## config.mk

```make
export PLATFORM = sky130hd
export DESIGN_NAME = rr_encoder_param
export DESIGN_NICKNAME = d
export VERILOG_FILES = /design/src/rtl/rr_encoder_param_pkg.sv /design/src/rtl/prio_encoder_param.sv /design/src/rtl/rr_encoder_param.sv
export SDC_FILE = /design/constraint.sdc
export NUM_CORES = 1
export LEC_CHECK = 0
export BUFFER_PORTS_ARGS = -buffer_cell sky130_fd_sc_hd__buf_2
export CORE_MARGIN = 2
export CORE_UTILIZATION = 41
export DETAILED_ROUTE_END_ITERATION = 6
export GPL_TIMING_DRIVEN = 1
export PLACE_DENSITY_LB_ADDON = 0.1
export SLEW_MARGIN = 0
export SYNTH_ARGS = -nofsm -noshare
export SYNTH_HDL_FRONTEND = slang
export SYNTH_SLANG_ARGS = --single-unit
```

## constraint.sdc

```tcl
create_clock -name clk -period 3.8 [get_ports clk]
set_clock_uncertainty 0.2 [all_clocks]
set_input_delay 0.76 -clock clk [delete_from_list [all_inputs] [get_ports clk]]
set_output_delay 0.76 -clock clk [all_outputs]
set_load 0.02 [all_outputs]
```

## src/rtl/rr_encoder_param_pkg.sv

```systemverilog
// Shared default geometry for the round-robin encoder family.
// Holds only the default index width and requester count.
package rr_encoder_param_pkg;

    localparam int RR_BITS_DEF = 2;
    localparam int RR_SIZE_DEF = 4;

endpackage

```

## src/rtl/prio_encoder_param.sv

```systemverilog
// Stateless fixed-priority encoder: the lowest set bit wins.
// Produces a binary index plus an any-valid flag.
module prio_encoder_param
    import rr_encoder_param_pkg::*;
#(
    parameter int BITS = RR_BITS_DEF,
    parameter int SIZE = RR_SIZE_DEF
) (
    input  logic [SIZE-1:0] i_vec,
    output logic [BITS-1:0] o_idx,
    output logic            o_any
);

    always_comb begin
        o_idx = '0;
        o_any = |i_vec;
        // Scan downward so the lowest set index is the last one written.
        for (int i = SIZE - 1; i >= 0; i--) begin
            if (i_vec[i]) begin
                o_idx = BITS'(i);
            end
        end
    end

endmodule

```

## src/rtl/rr_encoder_param.sv

```systemverilog
// Round-robin multi-hot to binary encoder with a registered grant and a ready handshake.
// The candidates are rotated by ptr, fed to a fixed-priority encoder, and the result is rotated back.
module rr_encoder_param
    import rr_encoder_param_pkg::*;
#(
    parameter int BITS = RR_BITS_DEF,
    parameter int SIZE = RR_SIZE_DEF
) (
    input  logic            clk,
    input  logic            rst_n,
    input  logic [SIZE-1:0] req,
    input  logic            out_ready,
    output logic [BITS-1:0] out,
    output logic            out_valid,
    output logic [SIZE-1:0] req_ack,
    output logic            err
);

    localparam int NSLOT = 2 ** BITS;

    logic [BITS-1:0]  r_out;
    logic             r_valid;
    logic [BITS-1:0]  r_ptr;
    logic             r_err;

    logic [NSLOT-1:0] w_req_ext;
    logic [NSLOT-1:0] w_out_oh;
    logic [NSLOT-1:0] w_cand_ext;
    logic [SIZE-1:0]  w_rot;
    logic [BITS-1:0]  w_pidx;
    logic             w_pany;
    logic [BITS:0]    w_gsum;
    logic [BITS-1:0]  w_grant;
    logic [BITS-1:0]  w_ptr_inc;
    logic             w_load;
    logic             w_accept;

    // Pad to 2**BITS slots so that any BITS-wide index is a legal select.
    assign w_req_ext  = NSLOT'(req);
    assign w_out_oh   = {{(NSLOT-1){1'b0}}, 1'b1} << r_out;
    assign w_load     = !r_valid || out_ready;
    assign w_accept   = r_valid && out_ready;
    assign w_cand_ext = r_valid ? (w_req_ext & ~w_out_oh) : w_req_ext;

    generate
        for (genvar gi = 0; gi < SIZE; gi++) begin : g_rot
            logic [BITS:0]   w_sum;
            logic [BITS-1:0] w_src;
            assign w_sum     = (BITS+1)'(gi) + {1'b0, r_ptr};
            assign w_src     = (w_sum >= (BITS+1)'(SIZE)) ? BITS'(w_sum - (BITS+1)'(SIZE))
                                                          : BITS'(w_sum);
            assign w_rot[gi] = w_cand_ext[w_src];
        end
    endgenerate

    prio_encoder_param #(
        .BITS (BITS),
        .SIZE (SIZE)
    ) u_prio (
        .i_vec (w_rot),
        .o_idx (w_pidx),
        .o_any (w_pany)
    );

    // Undo the rotation: grant = (pidx + ptr) mod SIZE.
    assign w_gsum    = {1'b0, w_pidx} + {1'b0, r_ptr};
    assign w_grant   = (w_gsum >= (BITS+1)'(SIZE)) ? BITS'(w_gsum - (BITS+1)'(SIZE))
                                                   : BITS'(w_gsum);
    assign w_ptr_inc = (r_out == BITS'(SIZE - 1)) ? '0 : r_out + BITS'(1);

    always_ff @(posedge clk or negedge rst_n) begin
        if (!rst_n) begin
            r_out   <= '0;
            r_valid <= 1'b0;
            r_ptr   <= '0;
            r_err   <= 1'b0;
        end else begin
            if (w_load) begin
                r_valid <= w_pany;
                if (w_pany) begin
                    r_out <= w_grant;
                end
            end
            if (w_accept) begin
                r_ptr <= w_ptr_inc;
            end
            // A granted requester that drops before its ack is a protocol violation.
            if (r_valid && !w_req_ext[r_out]) begin
                r_err <= 1'b1;
            end
        end
    end

    assign out       = r_out;
    assign out_valid = r_valid;
    assign err       = r_err;
    assign req_ack   = w_accept ? w_out_oh[SIZE-1:0] : '0;

endmodule

```

==> metrics.yaml, run 1 <==
fin_crit_ns: 3.03
cts-htree-levels: 1
peakVddDrop_mv: 0.507
crit_cells: 9
yosysTopAreaCellShare_pct: 23.7
worstMarginPinSlew_ns: 0.604
slowest_stage: "dfrtp_1"
finalSetupViolations: 0
postSynthAreaPerCell_sq_um: 9.74
cts_buffers: 3
critPathArrivalTime_ns: 2.99
rows: 14
die-height_um: 43.3
die_x_um: 43.3
setup_tns_ns: 0
ys.flop_type: "dfrtp_1"
slew_headroom_pct: 59.7
synth.area.top_cells: "dfrtp_1 (24%), ha_1 (9.9%), o221ai_2 (4.7%)"
synth_area_sq_um: 633
gp_congestion: 0.740
cts_setup_buffers: 0
path_clk_slew_ns: 0.04
io-pin-count: 15
drv_cap: 0
worstSkewPairLatency_ns: 0.24
rsz0062_at_grt: "false"
start_kind: "flop"
port_buffers: 14
initial_utilization_pct: 43.0
first_pass_iters: 2
synth_most_common_cell: "nand2_1"
seq_area_frac_synth_pct: 23.7
powerDensity_nw_per_um2: 856
min_path_type: "input pin to async pin"
ant_nets: 0
p_leak_uw: 0.000350
crit_top_cell: "a211oi_1"
r2r_end: "out[1]"
synthCells: 65
yosys_warnings: 0
area_growth_pct: 14.0
worstRegToRegCells: 9
cts_tree: "yes"
status: "completed"
crit_path_max_incr_delay_ns: 0.72
clock_sinks: 6
root_buffer: "clkbuf_4"
die-area_sq_um: 1870
drc: 0
crit_type: "flop to flop"
gr-total-overflow: 0
final_cells: 95
grt_max_degree: 17
viasPerCell: 5.69
finalCritPeriodShare_pct: 79.8
timing.rr.start: "r_ptr[0]"
routed_wl_um: 1370
grt_pass1_wl_um: 2330
yosys_register_bits: 6
yosysTopAreaCell: "dfrtp_1"
holdBufCountCts: 0
ys_types: 36
wl_per_cell_um: 14.4
num_antenna_cells: 0
dp.cells: 92
grt_use_total_pct: 17.1
cts_resized: 0
synth-edff-count: 0
drt_iter0_drc: 5
fin_util_pct: 49.1
max_freq_mhz: 330
clock_path_buffers: 2
cp_num_buf_inv: 0
cp_top_family: "compound AO/OA/AOI/OAI gates"
crit_start: "r_ptr[0]"
crit_end: "out[1]"
synthArstFlopShare_pct: 100
worstPathRequired_ns: 3.76
r2r_slack_ns: 0.77
drive_above_1_share_pct: 34.2
synthTopCellsByCount: "nand2_1 (7), dfrtp_1 (6), inv_1 (6)"
finalNetCount: 93
drv_slew: 0
vias: 541
antenna_found_initial: 0
end_kind: "flop"
critPathMaxFanout: 16
place_hpwl_um: 1110
path_cells: "mux2_4 > a221o_1 > a211oi_1 > a211oi_1 > o22ai_1 > ha_1 > xnor2_1 > or3b_1 > o221ai_2"
synthesis.nets: 77
hold_violations: 0
core_area_sq_um: 1470
grt_pass1_vias: 529
==> where the power goes <==
part	total (uW)	internal [uW]	switching, uW	leakage [uW]
combinational	404	190	213	0.000270
clock	55.8	35.5	20.3	0.0000138
sequential	158	89.2	69.2	0.0000661
==> registers in the layout (all words and copies together), names as in the netlist <==
name and cells:
out 2, r_ptr 2, err 1, out_valid 1
==> worst min-delay path by stage <==
stage	start	endpoint	slack, ns	cells after the start
global route	rst_n	out[1]	0.14	1
CTS	rst_n	out_valid	0.12	1
finish	rst_n	out_valid	0.14	1
detailed placement	err	err	0.26	1
floorplan	rst_n	err	0.26	0
global placement	err	err	0.26	1
==> area by class of cell <==
type                            instances  area, sq um
Tap cell                               16         20.0
Fill cell                             153          749
Timing Repair Buffer                   14         70.1
Multi-Input combinational cell         50          437
Inverter                                6         22.5
Clock buffer                            3         22.5
Sequential cell                         6          150
==> kinds of logic after synthesis <==
family | after synthesis | synth area share [%]
adders and majority gates | 5 | 9.88
and+or+nand+nor | 18 | 14.0
AOI/OAI and AO/OA | 20 | 30.8
buffers and inverters | 9 | 7.31
DFF | 6 | 23.7
xor gates and xnor gates | 1 | 1.38
muxes | 6 | 12.8
==> routing by layer <==
metal  vias to the layer above  global-route usage (%)  wire, um
li1                        278                       -         -
met1                       253                    21.2       643
met2                        10                    26.0       682
met3                         0                    3.83        39
met4                         0                    11.5         0
met5                         -                       0         0
==> metrics by stage <==
| stage | worst slack (ns) | hold slack (ns) | cell area (sq um) | total power [uW] |
|---|---|---|---|---|
| 2_1_floorplan | 0.924 | 0.264 | 633 | 485 |
| 3_3_place_gp | 0.818 | 0.258 | 699 | 560 |
| 3_5_place_dp | 0.770 | 0.263 | 699 | 568 |
| 4_1_cts | 0.760 | 0.122 | 722 | 630 |
| 5_1_grt | 0.527 | 0.135 | 722 | 676 |
| 6_report | 0.768 | 0.135 | 722 | 618 |
==> layout by cell type (no fill, tap or decap), types with 2 or more instances in the layout <==
| master | count |
|---|---|
| buf_2 | 14 |
| nand2_1 | 7 |
| inv_1 | 6 |
| dfrtp_1 | 6 |
| ha_1 | 5 |
| and3_1 | 4 |
| nor2_1 | 3 |
| clkbuf_4 | 3 |
| a21bo_2 | 2 |
| mux2_1 | 2 |
| a211oi_1 | 2 |
| o221ai_2 | 2 |
Note: power is estimated with default switching activity, not from simulation.
==> run 2, diff against run 1 <==
clock period = 2.72 ns   (was 3.8 ns; I/O delays follow)
==> run 2 against run 1 <==
Against the previous run:
- the flow now finishes with violations (setup timing)
- wire length up 3.1%
- sequential power up 17%
- clock power up 37%
- critical endpoint unchanged
==> metrics.yaml, run 2 (synthesis results as in run 1) <==
wl_per_cell_um: 13.1  # -8.5%
setup_tns_ns: -0.0585  # -0.0585 ns
power_uw: 1020  # +65%
slew_headroom_pct: 67.7  # +8.0 points
clock_sinks: 6  # unchanged
initial_utilization_pct: 43.0  # unchanged
die-height_um: 43.3  # unchanged
finalSetupViolations: 1  # +1
die-area_sq_um: 1870  # unchanged
p_leak_uw: 0.000406  # +16%
grt_max_degree: 12  # -5
cts_buffers: 3  # unchanged
crit_cells: 10  # +1
num_antenna_cells: 0  # unchanged
worstRegToRegCells: 10  # +1
min_path_type: "flop to flop"
fin_crit_ns: 2.78  # -0.254 ns
grt_pass1_wl_um: 2450  # +5.3%
hold_violations: 0  # unchanged
fin_util_pct: 57.1  # +8.1 points
crit_path_max_incr_delay_ns: 0.42  # -0.30 ns
antenna_found_initial: 0  # unchanged
cp_top_family: "compound AO/OA/AOI/OAI gates"
powerDensity_nw_per_um2: 1210  # +41%
routed_wl_um: 1410  # +3.1%
ant_nets: 0  # unchanged
area_growth_pct: 32.8
layout_commonest_cell: "buf_2"
grt_pass1_vias: 577  # +9.1%
first_pass_iters: 2  # unchanged
violations: "setup timing"
path_cells: "ha_2 > mux2_4 > a221o_1 > a211oi_2 > a211oi_1 > o22ai_1 > ha_2 > xnor2_2 > or3b_1 > o221ai_2"
max_freq_mhz: 360  # +9.1%
cts_tree: "yes"
dp.cells: 102  # +11%
status: "finished, violations left"
gr-total-overflow: 0  # unchanged
rsz0062_at_grt: "true"
slowest_stage: "dfrtp_2"
drc: 0  # unchanged
cp_num_buf_inv: 0  # unchanged
worstSkewPairLatency_ns: 0.23  # about the same
io-pin-count: 15  # unchanged
finalInstanceArea_sq_um: 841  # +16%
gp_congestion: 0.784  # +6.0%
port_buffers: 14  # unchanged
grt_use_total_pct: 18.1  # +1.0 points
critPathArrivalTime_ns: 2.72  # -0.27 ns
final_cell_mix: "buf_2 (14), buf_4 (11), nand2_1 (7), inv_1 (5)"
timing.final.ws_setup_ns: -0.0585  # -0.826 ns
root_buffer: "clkbuf_4"
critPathMaxFanout: 4  # -12
place_hpwl_um: 1190  # +7.1%
n_fill_cell: 139  # -9.2%
cts-htree-levels: 1  # unchanged
die_x_um: 43.3  # unchanged
vias: 585  # +8.1%
final_cells: 107  # +13%
worstMarginPinSlew_ns: 0.483  # -0.121 ns
clock_path_buffers: 2  # unchanged
drive_above_1_share_pct: 51.6  # +17 points
end_kind: "flop"
drv_slew: 0  # unchanged
start_kind: "flop"
rows: 14  # unchanged
finalNetCount: 105  # +13%
path_clk_slew_ns: 0.04  # about the same
crit_type: "flop to flop"
peakVddDrop_mv: 0.563  # +11%
dpl_cell_area_sq_um: 785  # +12%
crit_top_cell: "ha_2"
worstPathRequired_ns: 2.67  # -1.09 ns
finalCritPeriodShare_pct: 102  # +22 points
min_path_cells: 1
drv_cap: 0  # unchanged
core_area_sq_um: 1470  # unchanged
viasPerCell: 5.47  # -4.0%
drt_iter0_drc: 5  # unchanged
==> run 2: cell types whose count changed in the layout (fill, tap and decap cells not counted), sizes merged <==
cell | before | now
buf | 14 | 25
dlygate4sd3 | 0 | 1
==> run 2: worst paths after layout <==
path	start	end	slack [ns]
worst max-delay path	out[0]	out[1]	-0.06
max in group asynchronous	rst_n	out[0]	1.71
worst max register to register	out[0]	out[1]	-0.06
worst min-delay path	err	err	0.27
worst min register to register	err	err	0.27
min in group asynchronous	rst_n	err	0.47
==> run 2: cell type report <==
cell class | count | area, sq um | share of cell area, %
clock buffer | 3 | 22.5 | 2.68
inverter | 6 | 22.5 | 2.68
multi-input combinational | 50 | 460 | 54.8
sequential | 6 | 153 | 18.2
tap | 16 | 20.0 | 2.38
timing repair buffer | 26 | 163 | 19.3
==> run 2: layer usage <==
| metal | up-vias | GRT usage (%) | share of wire (%) |
|---|---|---|---|
| met5 | - | 0 | 0 |
| met4 | 0 | 10.3 | 0 |
| met3 | 0 | 3.83 | 2.3 |
| met2 | 7 | 29.0 | 54 |
| met1 | 277 | 22.2 | 44 |
| li1 | 301 | - | - |
==> run 2: power by group <==
part	total, uW	internal, uW	switching, uW
Combinational	756	381	375
Clock	76.3	49.5	26.7
Sequential	185	129	56.2
==> run 2: timing repair <==
| item | 4_1_cts | 5_1_grt |
|---|---|---|
| endpoints found under the hold margin | 6 | 0 |
| hold buffers | 1 | 0 |
| buffers inserted | 1 | 0 |
| setup endpoints to repair | 1 | 1 |
| resized for setup | 5 | 1 |
| pin swaps | 3 | 2 |
==> run 2: through the flow <==
| step | worst slack (ns) | hold slack (ns) |
|---|---|---|
| 5_1_grt | -0.199 | 0.295 |
| 2_1_floorplan | -0.0403 | 0.0484 |
| 6_report | -0.0585 | 0.270 |
| 4_1_cts | -0.116 | 0.275 |
| 3_5_place_dp | -0.126 | 0.167 |
| 3_3_place_gp | -0.0774 | 0.171 |
==> run 3, diff against run 2 <==
ABC_AREA = 1   (was not set)
==> run 3 against run 2 <==
Against the previous run:
- the run now ends clean
- maximum frequency increased by 18%
- synthesized cell count increased by 40%
- hold slack improved by 0.0033 ns
- non-clock buffer count decreased by 11
- critical endpoint unchanged
- synthesized area decreased by 10%
- critical path type unchanged
==> metrics.yaml, run 3 <==
worstSkewPairLatency_ns: 0.24  # about the same
vias: 609  # +4.1%
synthArstFlopShare_pct: 100  # unchanged
yosysTopAreaCellShare_pct: 26.4  # +2.7 points
die-height_um: 41.3  # -4.7%
yosys_register_bits: 6  # unchanged
n_fill_cell: 137  # -1.4%
start_kind: "flop"
hp-start: "err"
rsz0062_at_grt: "false"
num_antenna_cells: 0  # unchanged
wl_per_cell_um: 10.6  # -19%
use_met2_pct: 27.3  # -1.6 points
worstRegToRegCells: 16  # +6
grt_use_total_pct: 16.9  # -1.1 points
grt_use_met3_pct: 3.26  # -0.57 points
synth.area.top_cells: "dfrtp_1 (26%), nand2_1 (23%), nand3_1 (14%)"
gr-total-overflow: 0  # unchanged
whs_endpoint: "err"
setup_tns_ns: 0  # +0.0585 ns
clock_sinks: 6  # unchanged
yosys_warnings: 0  # unchanged
grt_max_degree: 10  # -2
worstPathRequired_ns: 2.65  # -0.02 ns
r2r_slack_ns: 0.36  # +0.42 ns
peakVddDrop_mv: 0.511  # -9.3%
place_hpwl_um: 1030  # -13%
status: "completed"
synth_most_common_cell: "nand2_1"
cts-htree-levels: 1  # unchanged
finalSetupViolations: 0  # -1
io-pin-count: 15  # unchanged
synthCells: 91  # +40%
postSynthAreaPerCell_sq_um: 6.26  # -36%
cts_setup_buffers: 0  # -1
r2r_end: "out[1]"
grt_pass1_wl_um: 1870  # -24%
min_path_cells: 1  # unchanged
dpl_cell_area_sq_um: 643  # -18%
yosysTopAreaCell: "dfrtp_1"
timing.final.ws_setup_ns: 0.364  # +0.423 ns
cts_buffers: 3  # unchanged
ant_nets: 0  # unchanged
slew_headroom_pct: 80.0  # +12 points
power_frac_comb_pct: 67.6  # -6.7 points
fin_util_pct: 51.9  # -5.2 points
clockPowerShare_pct: 9.2  # +1.7 points
synthTopCellsByCount: "nand2_1 (35), nand3_1 (16), nor2_1 (9)"
clock_path_buffers: 2  # unchanged
p_leak_uw: 0.000394  # -2.8%
antenna_found_initial: 0  # unchanged
drv_slew: 0  # unchanged
routed_wl_um: 1300  # -7.7%
synth-edff-count: 0  # unchanged
critPathArrivalTime_ns: 2.28  # -0.44 ns
core_area_sq_um: 1300  # -12%
drt_iter0_drc: 29  # +24
ys.flop_type: "dfrtp_1"
ys_types: 15  # -58%
layout_commonest_cell: "nand2_1"
finalInstanceArea_sq_um: 676  # -20%
dp_slack_ns: 0.350  # +0.476 ns
synthesis.nets: 103  # +34%
fin_crit_ns: 2.36  # -0.423 ns
crit_start: "out[0]"
path_clk_slew_ns: 0.04  # about the same
cts_tree: "yes"
timing.rr.start: "out[0]"
swShare_pct: 55.2  # +10 points
viasPerCell: 4.99  # -8.7%
end_kind: "flop"
die-area_sq_um: 1700  # -9.2%
grtUsageMet1_pct: 22.8  # +0.61 points
worstMarginPinSlew_ns: 0.300  # -0.183 ns
drc: 0  # unchanged
die_x_um: 41.3  # -4.7%
final_cell_mix: "nand2_1 (35), nand3_1 (16), buf_2 (14), nor2_1 (9), dfrtp_1 (6)"
crit_type: "flop to flop"
finalCritPeriodShare_pct: 86.6  # -16 points
grt_busiest_layer: "met2"
grt_pass1_vias: 465  # -19%
power_switching_uw: 493  # +7.7%
seqPwrFrac_pct: 23.2  # +5.0 points
drv_cap: 0  # unchanged
critPathMaxFanout: 8  # +4
synth_area_sq_um: 569  # -10%
power_uw: 893  # -12%
drive_above_1_share_pct: 22.4  # -29 points
rows: 13  # -1
seq_area_frac_synth_pct: 26.4  # +2.7 points
min_path_type: "flop to flop"
max_freq_mhz: 424  # +18%
gp_congestion: 0.828  # +5.5%
area_growth_pct: 18.7
powerDensity_nw_per_um2: 1320  # +9.3%
port_buffers: 14  # unchanged
finalNetCount: 121  # +15%
cellInternalPower_uw: 400  # -29%
first_pass_iters: 4  # +2
initial_utilization_pct: 43.8  # +0.72 points
hold_violations: 0  # unchanged
root_buffer: "clkbuf_4"
-- run 3: cell count changes after synthesis, moves of 3 or more --
cell,delta
and3_1,-4
nand3_1,+15
nand2_2,+3
nand2_1,+28
nor2_1,+6
-- run 3: routing by layer --
| metal | wire, um | part of all wire, % | up-vias |
|---|---|---|---|
| li1 | - | - | 326 |
| met1 | 676 | 52 | 272 |
| met2 | 586 | 45 | 11 |
| met3 | 36 | 2.8 | 0 |
| met4 | 0 | 0 | 0 |
| met5 | 0 | 0 | - |
-- run 3: worst max-delay path by stage --
stage	end	cells after the start
3_3_place_gp	out[1]	16
3_5_place_dp	out[1]	16
2_1_floorplan	out[1]	16
6_report	out[1]	16
5_1_grt	out[1]	16
4_1_cts	out[1]	16
-- run 3: final cells by class --
cell class                      instances  area (sq um)  share of cell area, %
Sequential cell                         6           150                   22.2
Clock buffer                            3          22.5                   3.33
Multi-Input combinational cell         76           378                   55.9
Inverter                                7          26.3                   3.89
Timing Repair Buffer                   15          80.1                   11.9
Tap cell                               15          18.8                   2.78
-- run 3: logic make-up (layout without fill, tap and decap cells) --
logic type	count (synthesis)	in the layout	share of synthesized area (%)
flops	6	6	26.4
buf+inv	9	25	7.25
simple gates	64	64	47.5
compound gates	6	6	6.37
xor+xnor	1	1	1.54
fa+ha+maj	5	5	11.0
-- run 3: through the flow --
step | cells | hold WS [ns]
after floorplan | 91 | 0.0484
after global placement | 118 | 0.170
after detailed placement | 118 | 0.172
after CTS | 122 | 0.272
after global routing | 122 | 0.291
final | 122 | 0.273
-- run 3: critical path: stages (launching register included) --
cell and delay [ns]:
dfrtp_1 0.47, inv_1 0.13, ha_1 0.21, nand2_1 0.11
nand3_1 0.11, nand2_1 0.08, nand2_1 0.05, nand2_1 0.08
nand3_1 0.07, a21oi_1 0.13, ha_1 0.17, xnor2_1 0.14
inv_1 0.06, nand2_1 0.07, nand2_1 0.05, nand3_1 0.06
nand2_1 0.06
-- run 3: power groups by stage --
stage / Sequential [uW] / Clock [uW] / Combinational [uW]
after floorplan: 193 / 0 / 490
after global placement: 206 / 0 / 597
after detailed placement: 207 / 0 / 600
after CTS: 205 / 82.3 / 608
after global routing: 215 / 92.1 / 689
final: 207 / 82.1 / 603
-- run 3: repair_timing --
item / in CTS / in global routing
hold endpoints to repair: 6 / 0
resized for setup: 0 / 0
hold buffers: 1 / 0
